## src/rtl/mc_pkg.sv

```systemverilog
// mc_pkg: shared encodings for the multi-cycle MIPS main controller.
// Holds the FSM state codes, opcode/funct constants, the datapath select
// encodings (npc_sel, reg_dst, wd_sel, ext_op, alu_op) and the
// instruction-class enum produced by mc_decode.
package mc_pkg;

    // FSM states; the numeric values are visible on the debug port.
    localparam logic [2:0] ST_FETCH  = 3'd0;
    localparam logic [2:0] ST_DECODE = 3'd1;
    localparam logic [2:0] ST_EXE    = 3'd2;
    localparam logic [2:0] ST_MEM    = 3'd3;
    localparam logic [2:0] ST_WB     = 3'd4;

    // Opcodes (IR[31:26])
    localparam logic [5:0] OP_RTYPE = 6'b000000;
    localparam logic [5:0] OP_ORI   = 6'b001101;
    localparam logic [5:0] OP_LUI   = 6'b001111;
    localparam logic [5:0] OP_LW    = 6'b100011;
    localparam logic [5:0] OP_SW    = 6'b101011;
    localparam logic [5:0] OP_BEQ   = 6'b000100;
    localparam logic [5:0] OP_J     = 6'b000010;
    localparam logic [5:0] OP_JAL   = 6'b000011;

    // Function codes (IR[5:0]) for R-type
    localparam logic [5:0] FN_ADDU = 6'b100001;
    localparam logic [5:0] FN_SUBU = 6'b100011;
    localparam logic [5:0] FN_JR   = 6'b001000;

    // Next-PC source
    localparam logic [1:0] NPC_PC4  = 2'd0;
    localparam logic [1:0] NPC_BR   = 2'd1;
    localparam logic [1:0] NPC_JUMP = 2'd2;
    localparam logic [1:0] NPC_REG  = 2'd3;

    // GRF write register
    localparam logic [1:0] RD_RT = 2'd0;
    localparam logic [1:0] RD_RD = 2'd1;
    localparam logic [1:0] RD_RA = 2'd2;

    // GRF write data
    localparam logic [1:0] WD_ALU = 2'd0;
    localparam logic [1:0] WD_DMR = 2'd1;
    localparam logic [1:0] WD_PC  = 2'd2;

    // Immediate extension
    localparam logic [1:0] EXT_ZERO = 2'd0;
    localparam logic [1:0] EXT_SIGN = 2'd1;
    localparam logic [1:0] EXT_LUI  = 2'd2;

    // ALU operation
    localparam logic [2:0] ALU_ADD = 3'd0;
    localparam logic [2:0] ALU_SUB = 3'd1;
    localparam logic [2:0] ALU_OR  = 3'd2;

    typedef enum logic [3:0] {
        CL_NOP  = 4'd0,
        CL_ADDU = 4'd1,
        CL_SUBU = 4'd2,
        CL_JR   = 4'd3,
        CL_ORI  = 4'd4,
        CL_LUI  = 4'd5,
        CL_LW   = 4'd6,
        CL_SW   = 4'd7,
        CL_BEQ  = 4'd8,
        CL_J    = 4'd9,
        CL_JAL  = 4'd10
    } instr_class_e;

endpackage

```

## src/rtl/mc_ctrl_decode.sv

```systemverilog
// mc_decode: combinational op/funct -> instruction class classifier.
// Ports:
//   op_i    [5:0]  IR[31:26]
//   funct_i [5:0]  IR[5:0]
//   cls_o   [3:0]  instr_class_e value; anything unrecognised is CL_NOP
module mc_decode
    import mc_pkg::*;
(
    input  logic [5:0] op_i,
    input  logic [5:0] funct_i,
    output logic [3:0] cls_o
);

    instr_class_e cls;

    always_comb begin
        cls = CL_NOP;
        case (op_i)
            OP_RTYPE: begin
                case (funct_i)
                    FN_ADDU: cls = CL_ADDU;
                    FN_SUBU: cls = CL_SUBU;
                    FN_JR:   cls = CL_JR;
                    default: cls = CL_NOP;  // includes sll-as-nop
                endcase
            end
            OP_ORI:  cls = CL_ORI;
            OP_LUI:  cls = CL_LUI;
            OP_LW:   cls = CL_LW;
            OP_SW:   cls = CL_SW;
            OP_BEQ:  cls = CL_BEQ;
            OP_J:    cls = CL_J;
            OP_JAL:  cls = CL_JAL;
            default: cls = CL_NOP;
        endcase
    end

    assign cls_o = cls;

endmodule

```

## src/rtl/mc_ctrl.sv

```systemverilog
// mc_ctrl: main controller of the multi-cycle MIPS core. A five-state FSM
// (FETCH, DECODE, EXE, MEM, WB) sequences the shared datapath one phase per
// cycle; all outputs are combinational from state, op, funct (and zero for
// the beq PC write).
// Ports:
//   clk, reset (sync, active-high), op/funct (from IR), zero (ALU result==0)
//   pc_wr, ir_wr, reg_wr, mem_wr : write enables
//   npc_sel, reg_dst, wd_sel, alu_src_b, ext_op, alu_op : datapath selects
//   instr_done : last cycle of each instruction
//   state      : current FSM state (debug)
module mc_ctrl
    import mc_pkg::*;
(
    input  logic       clk,
    input  logic       reset,
    input  logic [5:0] op,
    input  logic [5:0] funct,
    input  logic       zero,
    output logic       pc_wr,
    output logic       ir_wr,
    output logic [1:0] npc_sel,
    output logic       reg_wr,
    output logic [1:0] reg_dst,
    output logic [1:0] wd_sel,
    output logic       alu_src_b,
    output logic [1:0] ext_op,
    output logic [2:0] alu_op,
    output logic       mem_wr,
    output logic       instr_done,
    output logic [2:0] state
);

    logic [2:0]   state_q, state_d;
    logic [3:0]   cls_raw;
    instr_class_e cls;

    mc_decode u_decode (
        .op_i    (op),
        .funct_i (funct),
        .cls_o   (cls_raw)
    );

    assign cls   = instr_class_e'(cls_raw);
    assign state = state_q;

    always_ff @(posedge clk) begin
        if (reset) state_q <= ST_FETCH;
        else       state_q <= state_d;
    end

    // Every output defaults to 0; reset leaves all of them at 0 so an
    // aborted instruction cannot commit anything in the reset cycle.
    always_comb begin
        state_d    = ST_FETCH;
        pc_wr      = 1'b0;
        ir_wr      = 1'b0;
        npc_sel    = NPC_PC4;
        reg_wr     = 1'b0;
        reg_dst    = RD_RT;
        wd_sel     = WD_ALU;
        alu_src_b  = 1'b0;
        ext_op     = EXT_ZERO;
        alu_op     = ALU_ADD;
        mem_wr     = 1'b0;
        instr_done = 1'b0;

        if (!reset) begin
            case (state_q)
                ST_FETCH: begin
                    ir_wr   = 1'b1;
                    pc_wr   = 1'b1;
                    state_d = ST_DECODE;
                end
                ST_DECODE: begin
                    state_d = ST_EXE;
                    case (cls)
                        CL_J: begin
                            pc_wr = 1'b1; npc_sel = NPC_JUMP;
                            instr_done = 1'b1; state_d = ST_FETCH;
                        end
                        CL_JAL: begin
                            pc_wr = 1'b1; npc_sel = NPC_JUMP;
                            reg_wr = 1'b1; reg_dst = RD_RA; wd_sel = WD_PC;
                            instr_done = 1'b1; state_d = ST_FETCH;
                        end
                        CL_JR: begin
                            pc_wr = 1'b1; npc_sel = NPC_REG;
                            instr_done = 1'b1; state_d = ST_FETCH;
                        end
                        CL_NOP: begin
                            instr_done = 1'b1; state_d = ST_FETCH;
                        end
                        default: state_d = ST_EXE;
                    endcase
                end
                ST_EXE: begin
                    state_d = ST_WB;
                    case (cls)
                        CL_ADDU: alu_op = ALU_ADD;
                        CL_SUBU: alu_op = ALU_SUB;
                        CL_ORI: begin
                            alu_src_b = 1'b1; ext_op = EXT_ZERO; alu_op = ALU_OR;
                        end
                        CL_LUI: begin
                            alu_src_b = 1'b1; ext_op = EXT_LUI; alu_op = ALU_OR;
                        end
                        CL_LW, CL_SW: begin
                            alu_src_b = 1'b1; ext_op = EXT_SIGN; alu_op = ALU_ADD;
                            state_d = ST_MEM;
                        end
                        CL_BEQ: begin
                            alu_op = ALU_SUB;
                            // zero settles within this cycle; the PC load
                            // follows it combinationally.
                            pc_wr = zero; npc_sel = NPC_BR;
                            instr_done = 1'b1; state_d = ST_FETCH;
                        end
                        default: state_d = ST_FETCH;
                    endcase
                end
                ST_MEM: begin
                    state_d = ST_FETCH;
                    if (cls == CL_SW) begin
                        mem_wr = 1'b1; instr_done = 1'b1;
                    end else if (cls == CL_LW) begin
                        // DM read is latched into the datapath read register.
                        state_d = ST_WB;
                    end
                end
                ST_WB: begin
                    reg_wr = 1'b1; instr_done = 1'b1; state_d = ST_FETCH;
                    if (cls == CL_ADDU || cls == CL_SUBU) begin
                        reg_dst = RD_RD; wd_sel = WD_ALU;
                    end else if (cls == CL_LW) begin
                        reg_dst = RD_RT; wd_sel = WD_DMR;
                    end else begin
                        reg_dst = RD_RT; wd_sel = WD_ALU;
                    end
                end
                // Illegal encodings: no enables, back to FETCH.
                default: state_d = ST_FETCH;
            endcase
        end
    end

endmodule

```

## config.mk

```make
export PLATFORM = sky130hd
export DESIGN_NAME = mc_ctrl
export DESIGN_NICKNAME = d
export VERILOG_FILES = /design/src/rtl/mc_pkg.sv /design/src/rtl/mc_ctrl_decode.sv /design/src/rtl/mc_ctrl.sv
export SDC_FILE = /design/constraint.sdc
export NUM_CORES = 1
export LEC_CHECK = 0
export ABC_AREA = 1
export CAP_MARGIN = 5
export CORE_MARGIN = 5
export CORE_UTILIZATION = 39
export DETAILED_ROUTE_END_ITERATION = 8
export HOLD_SLACK_MARGIN = 0.02
export PLACE_DENSITY_LB_ADDON = 0.2
export SLEW_MARGIN = 20
export SYNTH_ARGS = -nofsm -noshare
export SYNTH_HDL_FRONTEND = slang
export SYNTH_SLANG_ARGS = --single-unit
```

## constraint.sdc

```tcl
create_clock -name clk -period 2.1 [get_ports clk]
set_clock_uncertainty 0.1 [all_clocks]
set_input_delay 0.42 -clock clk [delete_from_list [all_inputs] [get_ports clk]]
set_output_delay 0.42 -clock clk [all_outputs]
set_load 0.03 [all_outputs]
```

# Word level (Yosys, flattened, before mapping)
# Index checks and enable logic that the tools add are counted.
[totals] regBits=3 inputBits=15 output_inout_bits=20 word_cells=81
[classes] eq_ne=24 muxes=44 reduce_logical=12
[op_table] cell="$pmux 4 s8" count=1
[op_table] cell="$eq 6x6->1 const B" count=4
[op_table] cell="$pmux 2 s2" count=6
[op_table] cell="$mux 1" count=20
[op_table] cell="$eq 6x4->1 const B" count=3
[op_table] cell="$mux 2" count=9
[op_table] cell="$eq 4x3->1 const B" count=4
[op_table] cell="$eq 4x4->1 const B" count=3
[op_table] cell="$eq 6x2->1 const B" count=2
[op_table] cell="$pmux 3 s4" count=1
[op_table] cell="$reduce_or 4->1" count=3
[op_table] cell="$eq 4x2->1 const B" count=2
[op_table] cell="$reduce_or 2->1" count=4
[op_table] cell="$eq 3x2->1 const B" count=2
[op_table] cell="$eq 6x3->1 const B" count=1
[op_table] cell="$logic_not 6->1" count=1
[op_table] cell="$mux 3" count=2
[op_table] cell="$pmux 2 s3" count=1
[op_table] cell="$pmux 3 s2" count=1
[op_table] cell="$eq 4x1->1 const B" count=1
[op_table] cell="$logic_not 4->1" count=1
[op_table] cell="$pmux 1 s4" count=1
[op_table] cell="$eq 3x1->1 const B" count=1
[op_table] cell="$eq 3x3->1 const B" count=1
[op_table] cell="5 further kinds" count=5

# Depth between registers and ports, before layout
[depth] word_depth=8 ltp_mapped=11

# Hierarchy
# From an unflattened synthesis, not the netlist that was laid out.
[unflattened] cells_unflattened=131 area_unflattened_um2=679.4
[modules_own_cells] module="mc_ctrl" n_inst=1 cells_per_inst=81 area_each_um2=455.4 seq_area_each_um2=60.1
[modules_own_cells] module="mc_decode" n_inst=1 cells_per_inst=50 area_each_um2=224.0 seq_area_each_um2=0.0

# Least setup slack after synthesis
# Ideal clock, no wire load.
[synth_path] path_kind="flip-flop to output port" startpoint="register state_q[1], in the netlist state[1]" endpoint="output port alu_op[1]" arrival_time_ps=2014 slack_ps=-434 stages_incl_launch_ff=7 cell_sequence="dfxtp_1 -> inv_1 -> nor3_1 -> inv_1 -> nor3_2 -> inv_1 -> nor2_1"
[synth_via] elab_chain_cells=3
[synth_rtl] item="start: declaration" line="mc_ctrl.sv:33" source="logic [2:0] state_q, state_d;"
[synth_rtl] item="start signal: assignment" line="mc_ctrl.sv:48" source="else state_q <= state_d;"
[synth_rtl] item="$eq 3x2->1" line="mc_ctrl.sv:68" source="case (state_q)"
[synth_rtl] item="$mux 2" line="mc_ctrl.sv:68"
[synth_rtl] item="$mux 2" line="mc_ctrl.sv:67" source="if (!reset) begin"
[synth_rtl] item="end: declaration" line="mc_ctrl.sv:27" source="output logic [2:0] alu_op,"
# No other way between the ends.

# Worst setup path after layout
[layout_path] startpoint="input port funct[3]" endpoint="output port pc_wr"
[layout_via] elab_chain_cells=8
[layout_rtl] item="start: declaration" line="mc_ctrl.sv:17" source="input logic [5:0] funct,"
[layout_rtl] item="$eq 6x4->1 / $eq 6x6->1 (equally long branches)" line="mc_ctrl_decode.sv:20" source="case (funct_i)"
[layout_rtl] item="$pmux 2 s3 (*)" line="mc_ctrl_decode.sv:20"
[layout_rtl] item="$pmux 4 s8 (*)" line="mc_ctrl_decode.sv:18" source="case (op_i)"
[layout_rtl] item="$eq 4x2->1 / $eq 4x4->1 (equally long branches)" line="mc_ctrl.sv:76" source="case (cls)"
[layout_rtl] item="$reduce_or 3->1 (no line)"
[layout_rtl] item="$mux 1" line="mc_ctrl.sv:76"
[layout_rtl] item="$pmux 1 s3 (*)" line="mc_ctrl.sv:68"
[layout_rtl] item="$mux 1 (*)" line="mc_ctrl.sv:67"
[layout_rtl] item="end: declaration" line="mc_ctrl.sv:19" source="output logic pc_wr,"
# Mark *: on every way between the ends. The rest lies on a longest branch, timed or not.

==> run_results.csv <==
group,metric,value,unit
grt,grt_pass1_vias,1029,
sta,fmax,451.5,MHz
power_and_ir_drop,power,357.7,uW
layout,fin_util,0.8748,
setup_path,cp_top_family,"simple AND/OR/NAND/NOR gates",
floorplan,design.core.area,1689,um2
setup_path,r2r_cells,7,
floorplan,initial_utilization,0.3970,
setup_path,max_stage_delay,0.15,ns
layout,finalInstanceArea,1478,um2
routing,drt-initial-drc-count,26,
layout,area_delta_synth_final,120.3,%
layout,regArea,61.31,um2
layout,final.fill_count,92,
placement,io_buffers,33,
floorplan,die-area,2649,um2
sta,finalCritPeriodShare,1.055,
grt,grt_max_degree,9,
yosys,ys_types,23,
sta,setup_viol,10,
power_and_ir_drop,p_leak,0.6994,nW
layout,antenna_cells,0,
sta,setup_ws,-0.1147,ns
sta,final-hold-violation-count,0,
layout,multi_input_area,744.5,um2
yosys,avgSynthCellArea,5.408,um2
min_path,hp-start,"op[4]",
yosys,syn-num-nets,139,
layout,layout.nets,205,
setup_path,worstReg2RegEnd,"state[2]$_SDFF_PP0_",
sta,period_needed,2.215,ns
routing,final_antenna_net_count,0,
floorplan,die_h,51.47,um
min_path,worstHoldPathType,"input port to register",
cts,numCtsBuffers,3,
min_path,worst_hold_path.num_cells,6,
sta,fin_tns_setup,-0.6920,ns
grt,grt_pass1_wl,4.353,mm
placement,globalplace.congestion,0.9235,
floorplan,die_width,51.47,um
routing,drt_wl_total,3.160,mm
yosys,ys_warn_count,0,
cts,cts_hold_buf,0,
cts,insertion_delay,0.22,ns
placement,hpwl,1.818,mm
layout,layout.cells.most_common,"buf_4",
yosys,seq_area_frac_synth,0.08955,
cts,cts_sinks,3,
power_and_ir_drop,irDropWorstVdd,0.6246,mV
placement,place_area,1176,um2
cts,clockRootBuffer,"clkbuf_4",
setup_path,worstPathRequired,1.58,ns
grt,antenna_found_initial,0,
floorplan,num_io_pins,35,
routing,drc,0,
floorplan,placementRows,15,
yosys,synthCells,124,
status,violations,"setup timing",
min_path,whs_endpoint,"state[2]$_SDFF_PP0_",
job,drv_cap,0,
sta,hold-worst-slack,0.5865,ns
cts,clkTransAtPathRegs,0.04,ns
power_and_ir_drop,powerDensity,242.0,nW/um2
sta,rsz0062_at_grt,"true",
status,status,"finished with violations",
cts,htreeDepth,1,
setup_path,path_max_fanout,5,
routing,avgRoutedWirePerCell,15.34,um
setup_path,r2r-start,"state[1]$_SDFF_PP0_",
layout,drive_gt1_frac,0.6878,
routing,drt-pass1-iter-count,4,
setup_path,worst-path-buf-inv,3,
setup_path,start_kind,"input port",
routing,vias,1102,
cts,cts_tree,"done",
routing,viasPerCell,5.350,
setup_path,endpoint_kind,"output port",
setup_path,reg2reg_slack,0.54,ns
yosys,syn-cell-area,670.6,um2
setup_path,worstSetupPathType,"input port to output port",
cts,clk_path_buf_depth,2,
setup_path,worst_ep_arrival_time,1.69,ns
layout,mostFrequentLayoutCells,"buf_4 (40), inv_1 (16), nand2_2 (13)",
setup_path,crit_chain,"buf_2 -> inv_2 -> nor2_2 -> nand3_2 -> nand2_4 -> nand2_2 -> nand2_4 -> nand3_4 -> nand2_2 -> nand2_2 -> a21oi_2 -> buf_6",
grt,overflow,0,
yosys,ys_seq_elements,3,
layout,largest_reg_flops,3,
setup_path,crit_top_cell,"nand2_2",
grt,grtUsageTotal,0.2092,
sta,drv_slew,0,
setup_path,crit_path_top_delay_cell,"a21oi_2",
synthesized netlist by cell type:
| library cell | instances | share of area |
|---|---|---|
| nor3_2 | 1 | 0.015 |
| nand4_1 | 2 | 0.019 |
| nor3_1 | 7 | 0.052 |
| nor2_1 | 22 | 0.12 |
| conb_1 | 1 | 0.0056 |
| buf_4 | 2 | 0.022 |
| nor2_4 | 2 | 0.034 |
| nand2_4 | 1 | 0.017 |
| nand3_1 | 14 | 0.10 |
| nor2_2 | 4 | 0.037 |
| nand3_4 | 1 | 0.026 |
| a21oi_1 | 6 | 0.045 |
| a21oi_2 | 3 | 0.039 |
| inv_1 | 20 | 0.11 |
| nand3_2 | 1 | 0.015 |
| nand2_2 | 10 | 0.093 |
| buf_1 | 1 | 0.0056 |
| dfxtp_1 | 3 | 0.090 |
| a211oi_1 | 1 | 0.011 |
| inv_2 | 2 | 0.011 |
| o21a_1 | 1 | 0.011 |
| nand2_1 | 18 | 0.10 |
| o31ai_1 | 1 | 0.011 |
layout make-up:
class / count / share of cell area
inverters: 22 / 0.05927
repair buffers: 64 / 0.3633
well taps: 17 / 0.01439
flip-flops and latches: 3 / 0.04149
multi-input cells: 96 / 0.5038
clock buffers: 4 / 0.01778
kinds of logic (layout without fill, tap and decap cells):
logic type,count (synthesis),in the layout,synth area share
buffers and inverters,25,90,0.1511
and+or+nand+nor,83,83,0.6362
DFF,3,3,0.08956
other,1,1,0.005592
AOI/OAI and AO/OA,12,12,0.1176
through the flow:
step	setup WS (ns)	std cells
4_1_cts	-0.03720	203
5_1_grt	-0.1919	206
6_report	-0.1147	206
3_5_place_dp	-0.4709	193
2_1_floorplan	-0.1997	124
3_3_place_gp	-0.4339	193
worst max path at each step:
stage	slack, ns	endpoint	from	cells past startpoint
3_3_place_gp	-0.43	instr_done	op[4]	12
6_report	-0.11	pc_wr	funct[3]	12
5_1_grt	-0.19	pc_wr	funct[3]	12
4_1_cts	-0.04	pc_wr	op[3]	11
3_5_place_dp	-0.47	instr_done	op[4]	12
2_1_floorplan	-0.20	alu_op[1]	state[2]$_SDFF_PP0_	5
routing by layer:
metal	routed length (um)	vias up	global-route usage	share of wire
li1	-	522	-	-
met1	1183	518	0.2339	0.37
met2	1707	51	0.4195	0.54
met3	158	11	0.008746	0.050
met4	110	0	0.05240	0.035
met5	0	-	0	0
worst min-delay path: cells and delay by family:
family | cells | cell delay [ns]
buffers and inverters | 2 | 0.12
AO/OA/AOI/OAI | 2 | 0.20
AND/OR/NAND/NOR | 2 | 0.11
timing repair:
action | 4_1_cts | 5_1_grt
pin swaps | 35 | 18
cloned | 0 | 0
setup endpoints to repair | 15 | 10
setup buffers | 6 | 3
gates resized for setup | 105 | 18
where the power goes:
group / internal, mW / total [mW] / leakage, nW / switching, mW
Clock: 0.0708 / 0.0953 / 0.0150 / 0.0244
Sequential: 0.0598 / 0.0629 / 0.0250 / 0.00318
Combinational: 0.0847 / 0.199 / 0.659 / 0.115
Total: 0.215 / 0.358 / 0.699 / 0.142
No activity file was read; power rests on OpenSTA's default activity.
==> RTL edit 1 (same settings) <==
Add an input register stage for `op`, `funct` and `zero`, without a reset; this delays them by one clock. Comments in the files are not updated.
--- a/src/rtl/mc_ctrl.sv
+++ b/src/rtl/mc_ctrl.sv
@@ -30,13 +30,23 @@
     output logic [2:0] state
 );
 
+    logic [5:0] op_q;
+    logic [5:0] funct_q;
+    logic zero_q;
+
+    always_ff @(posedge clk) begin
+        op_q    <= op;
+        funct_q <= funct;
+        zero_q  <= zero;
+    end
+
     logic [2:0]   state_q, state_d;
     logic [3:0]   cls_raw;
     instr_class_e cls;
 
     mc_decode u_decode (
-        .op_i    (op),
-        .funct_i (funct),
+        .op_i    (op_q),
+        .funct_i (funct_q),
         .cls_o   (cls_raw)
     );
 
@@ -112,7 +122,7 @@
                             alu_op = ALU_SUB;
                             // zero settles within this cycle; the PC load
                             // follows it combinationally.
-                            pc_wr = zero; npc_sel = NPC_BR;
+                            pc_wr = zero_q; npc_sel = NPC_BR;
                             instr_done = 1'b1; state_d = ST_FETCH;
                         end
                         default: state_d = ST_FETCH;
Function: changed (Yosys sat finds a counterexample within 4 cycles, from zero or initial values and one cycle with reset high).
==> RTL edit 1 against the unedited design <==
Total power is 93% higher. Final area is 7.5% higher. Non-clock buffer count is 17 lower. Synthesized area is 43% higher. Sequential power grew to 5.3 times the old value. Setup slack worse by 0.11 ns. Highest routed layer unchanged. Count of clock-buffer cells in the layout stayed put. Sequential cell count is 13 higher. Wire length is 15% lower. The run still ends with setup timing left. Critical endpoint unchanged.
==> RTL edit 1: results (changes against the unedited design) <==
- Number of cells on the worst reg-to-reg path: 12 (+5)
- Number of setup buffers added after CTS: 3 (-3)
- Setup slack, reg-to-reg: 0.62 ns (+0.08 ns)
- Placed Instance Area: 0.001335 sq mm (+14%)
- Worst path slowest cell: dfxtp_4
- Synth unique cells: 21 (-8.7%)
- Via count: 1,042 (-5.4%)
- Drt initial violations: 22 (-15%)
- Final WS setup: -0.2260 ns (-0.1113 ns)
- Top cells by count, synth: nand2_1 (23), nor2_1 (22), inv_1 (19), dfxtp_1 (16), nand3_1 (14)
- Hold Crit Depth: 1 (-5)
- Hold_sp: op[0]
- GP Congestion: 0.8134 (-12%)
- Cts repair resizes: 32 (-70%)
- Met3 routed WL: 171 um (+8.2%)
- Clk Latency, worst-skew pair: 0.28 ns (+0.06 ns)
- Vias in the first global route: 985 (-4.3%)
- Fin cells: 219 (+6.3%)
- R2R Path Start: op_q[1]$_DFF_P_
- Wl on met1: 1.012 mm (-14%)
- Run status: finished, violations left
- Largest net degree at the start of global routing: 10 (+1)
- Grt met2 use: 25.90% (-16 points)
- Fraction of layout cells with a size suffix above 1: 52.38% (-16 points)
- Diodes inserted: 0 (unchanged)
- Setup violators final: 9 (-1)
- Failing checks: setup timing
- Hold Path End: op_q[0]$_DFF_P_
- HPWL Detailed: 1.888 mm (+3.8%)
- CP max FO: 4 (-1)
- Mapped Cells: 141 (+14%)
- Global-route wire length before repair: 3.891 mm (-11%)
- Synth top area cells: dfxtp_1 (33%), nand2_1 (9.0%), nor2_1 (8.6%), inv_1 (7.5%), nand3_1 (7.3%)
- Dpl ws: 0.1096 ns (+0.5805 ns)
- Routed wl met2: 1.435 mm (-16%)
- Aggregate global-route resource usage: 14.48% (-6.4 points)
- Post-Route Setup TNS: -1.219 ns (-0.5267 ns)
- Critical path's largest stage delay: 0.39 ns (+0.24 ns)
- Met1 usage: 15.15% (-8.2 points)
- Syn_nets: 156 (+12%)
- Met3 usage: 3.486% (+2.6 points)
- Filler Cell Count: 174 (+89%)
- Area of the multi-input gates: 668.1 sq um (-10%)
- Hold Slack: 0.4565 ns (-0.1299 ns)
- DR pass1 iterations: 5 (+1)
- Clock Pin Slew Worst Setup and Hold Paths: 0.09 ns (+0.05 ns)
- Worst vdd ir: 0.4334 mV (-31%)
- Post-synthesis sequential area ratio: 33.46% (+25 points)
- Post-Route WL: 2.671 mm (-15%)
- P_leak: 0.7057 nW (+0.91%)
- Placed Cells: 207 (+7.3%)
[RTL edit 1: changes by cell type in the layout (fill, tap and decap cells not counted), sizes merged]
cell | before | now
buf | 59 | 30
clkdlybuf4s50 | 4 | 17
dfxtp | 3 | 16
nand2 | 29 | 32
nor2 | 28 | 30
nor3 | 8 | 6
o21ai | 0 | 2
a21oi | 9 | 8
dlygate4sd2 | 1 | 0
inv | 22 | 23
nand3 | 16 | 17
o21a | 1 | 0
o31ai | 1 | 0
[RTL edit 1: cell families after synthesis]
logic type      count (synthesis)  synth area share [%]
flops                          16                 33.46
other cells                     1                0.3918
compound gates                 11                 7.582
simple gates                   87                 47.58
buf+inv                        26                 10.98
[RTL edit 1: report_power, final]
group / switching, mW / internal (mW)
Sequential: 0.0169 / 0.318
Combinational: 0.0840 / 0.0716
Clock: 0.0950 / 0.106
[RTL edit 1: worst reg2reg max path, cell delays in order, from the launching register on]
cell	delay, ns
dfxtp_4	0.38
buf_6	0.12
inv_2	0.04
nor2_1	0.03
nand3_1	0.09
nand3_2	0.10
inv_2	0.08
nand2_4	0.07
nor2_4	0.11
inv_2	0.05
nand2_2	0.06
nand3_1	0.08
a21oi_2	0.12
[RTL edit 1: worst max-delay path by stage]
stage	start	slack (ns)	end
after floorplan	state[0]$_SDFF_PP0_	-0.05	wd_sel[1]
after global placement	op_q[1]$_DFF_P_	0.11	instr_done
after detailed placement	op_q[4]$_DFF_P_	0.11	instr_done
after CTS	op_q[4]$_DFF_P_	-0.17	pc_wr
after global routing	op_q[2]$_DFF_P_	-0.33	pc_wr
final	op_q[1]$_DFF_P_	-0.23	pc_wr
[RTL edit 1: cell type report]
type	instances	area share [%]
Sequential cell	16	21.42
Multi-Input combinational cell	99	42.05
Inverter	23	5.591
Tap cell	30	2.362
Timing Repair Buffer	47	26.30
Clock buffer	4	2.283
==> RTL edit 2 (same flow settings) <==
Without the edit above. Reset style: asynchronous (`reset`), changed in one clocked block.
--- a/src/rtl/mc_ctrl.sv
+++ b/src/rtl/mc_ctrl.sv
@@ -43,7 +43,7 @@
     assign cls   = instr_class_e'(cls_raw);
     assign state = state_q;
 
-    always_ff @(posedge clk) begin
+    always_ff @(posedge clk or posedge reset) begin
         if (reset) state_q <= ST_FETCH;
         else       state_q <= state_d;
     end
Formal check against the unedited RTL: differs if reset is asserted again (counterexample within 4 cycles, from zero or initial values and one cycle with reset high); with reset held inactive, the same outputs for 10 cycles.
==> RTL edit 2 against the unedited design <==
Register-to-register slack improved by 0.15 ns. Critical path depth decreased by 3. Synthesized area increased by 11%. Combinational power increased by 14%. Sequential cell count unchanged. Final area increased by 6.2%. Total power increased by 9.8%. Setup slack got worse by 0.080 ns. Count of clock-buffer cells in the layout unchanged. Wire length increased by 30%. Worst hold slack got worse by 0.13 ns. The flow still finishes with violations (setup timing). Synthesized cell count increased by 0.81%.
==> RTL edit 2: results (changes against the unedited design) <==
- Nets: 209 (+2.0%)
- Worst setup path startpoint: op[5]
- Final clock-cell share: 1.675% (-0.10 points)
- Top cells by count, synth: nor2_1 (24), inv_1 (17), nand3_1 (16), nand2_1 (13), nand2_2 (8)
- Failing checks: setup timing
- P_leak: 0.7473 nW (+6.9%)
- Vias in the first global route: 1,181 (+15%)
- Buffering overhead: 36.76% (+0.44 points)
- Wl on met1: 1.438 mm (+22%)
- HPWL Detailed: 2.175 mm (+20%)
- Multi-input gates: 98 (+2.1%)
- Met1 usage: 31.83% (+8.4 points)
- Largest net degree at the start of global routing: 8 (-1)
- Met3 routed WL: 344 um (+120%)
- Met3 usage: 2.216% (+1.3 points)
- Synth unique cells: 27 (+17%)
- Final WS setup: -0.1949 ns (-0.08017 ns)
- Setup slack, reg-to-reg: 0.69 ns (+0.15 ns)
- Post-synth top flop: dfrtp_1
- Setup violators final: 8 (-2)
- Post-synthesis sequential area ratio: 10.12% (+1.2 points)
- Reg2reg end: state[1]$_DFF_PP0_
- Aggregate global-route resource usage: 27.61% (+6.7 points)
- Reg area: 77.57 sq um (+27%)
- Global-route wire length before repair: 5.637 mm (+29%)
- Syn_nets: 140 (+0.72%)
- Run status: finished, violations left
- Post-synthesis compound-gate area fraction: 10.12% (-1.6 points)
- Number of cells on the worst reg-to-reg path: 4 (-3)
- R2R Path Start: state[2]$_DFF_PP0_
- Final core utilization: 88.94% (+1.5 points)
- Synth top area cells: nor2_1 (12%), nand3_1 (11%), dfrtp_1 (10%), inv_1 (8.6%), nand2_2 (6.7%)
- Via count: 1,262 (+15%)
- Flip-flop and latch count: 3 (unchanged)
- DR WL/cell: 18.91 um (+23%)
- Clk Latency, worst-skew pair: 0.24 ns (+0.02 ns)
- Routed wl met2: 2.122 mm (+24%)
RTL edit 2: critical path: stages:
cell and delay (ns):
buf_8 0.11, nor2_4 0.18, nand4_1 0.25, nand2_2 0.18, nor2_4 0.07, nand3_4 0.12
a21oi_4 0.07, or2_1 0.22, buf_6 0.14
RTL edit 2: report_power, final:
part / total (mW) / leakage (nW) / internal, mW / switching (mW)
Sequential: 0.0641 / 0.0374 / 0.0606 / 0.00352
Combinational: 0.226 / 0.695 / 0.0987 / 0.127
Clock: 0.103 / 0.0150 / 0.0713 / 0.0317
Total: 0.393 / 0.747 / 0.231 / 0.162
RTL edit 2: through the flow:
| step | hold slack, ns | setup WS [ns] | cells |
|---|---|---|---|
| floorplan | 0.1156 | -0.1420 | 125 |
| CTS | 0.4320 | -0.07929 | 216 |
| global placement | 0.6107 | -0.4938 | 203 |
| finish | 0.4518 | -0.1949 | 218 |
| detailed placement | 0.6312 | -0.5290 | 203 |
| global route | 0.4583 | -0.2934 | 218 |
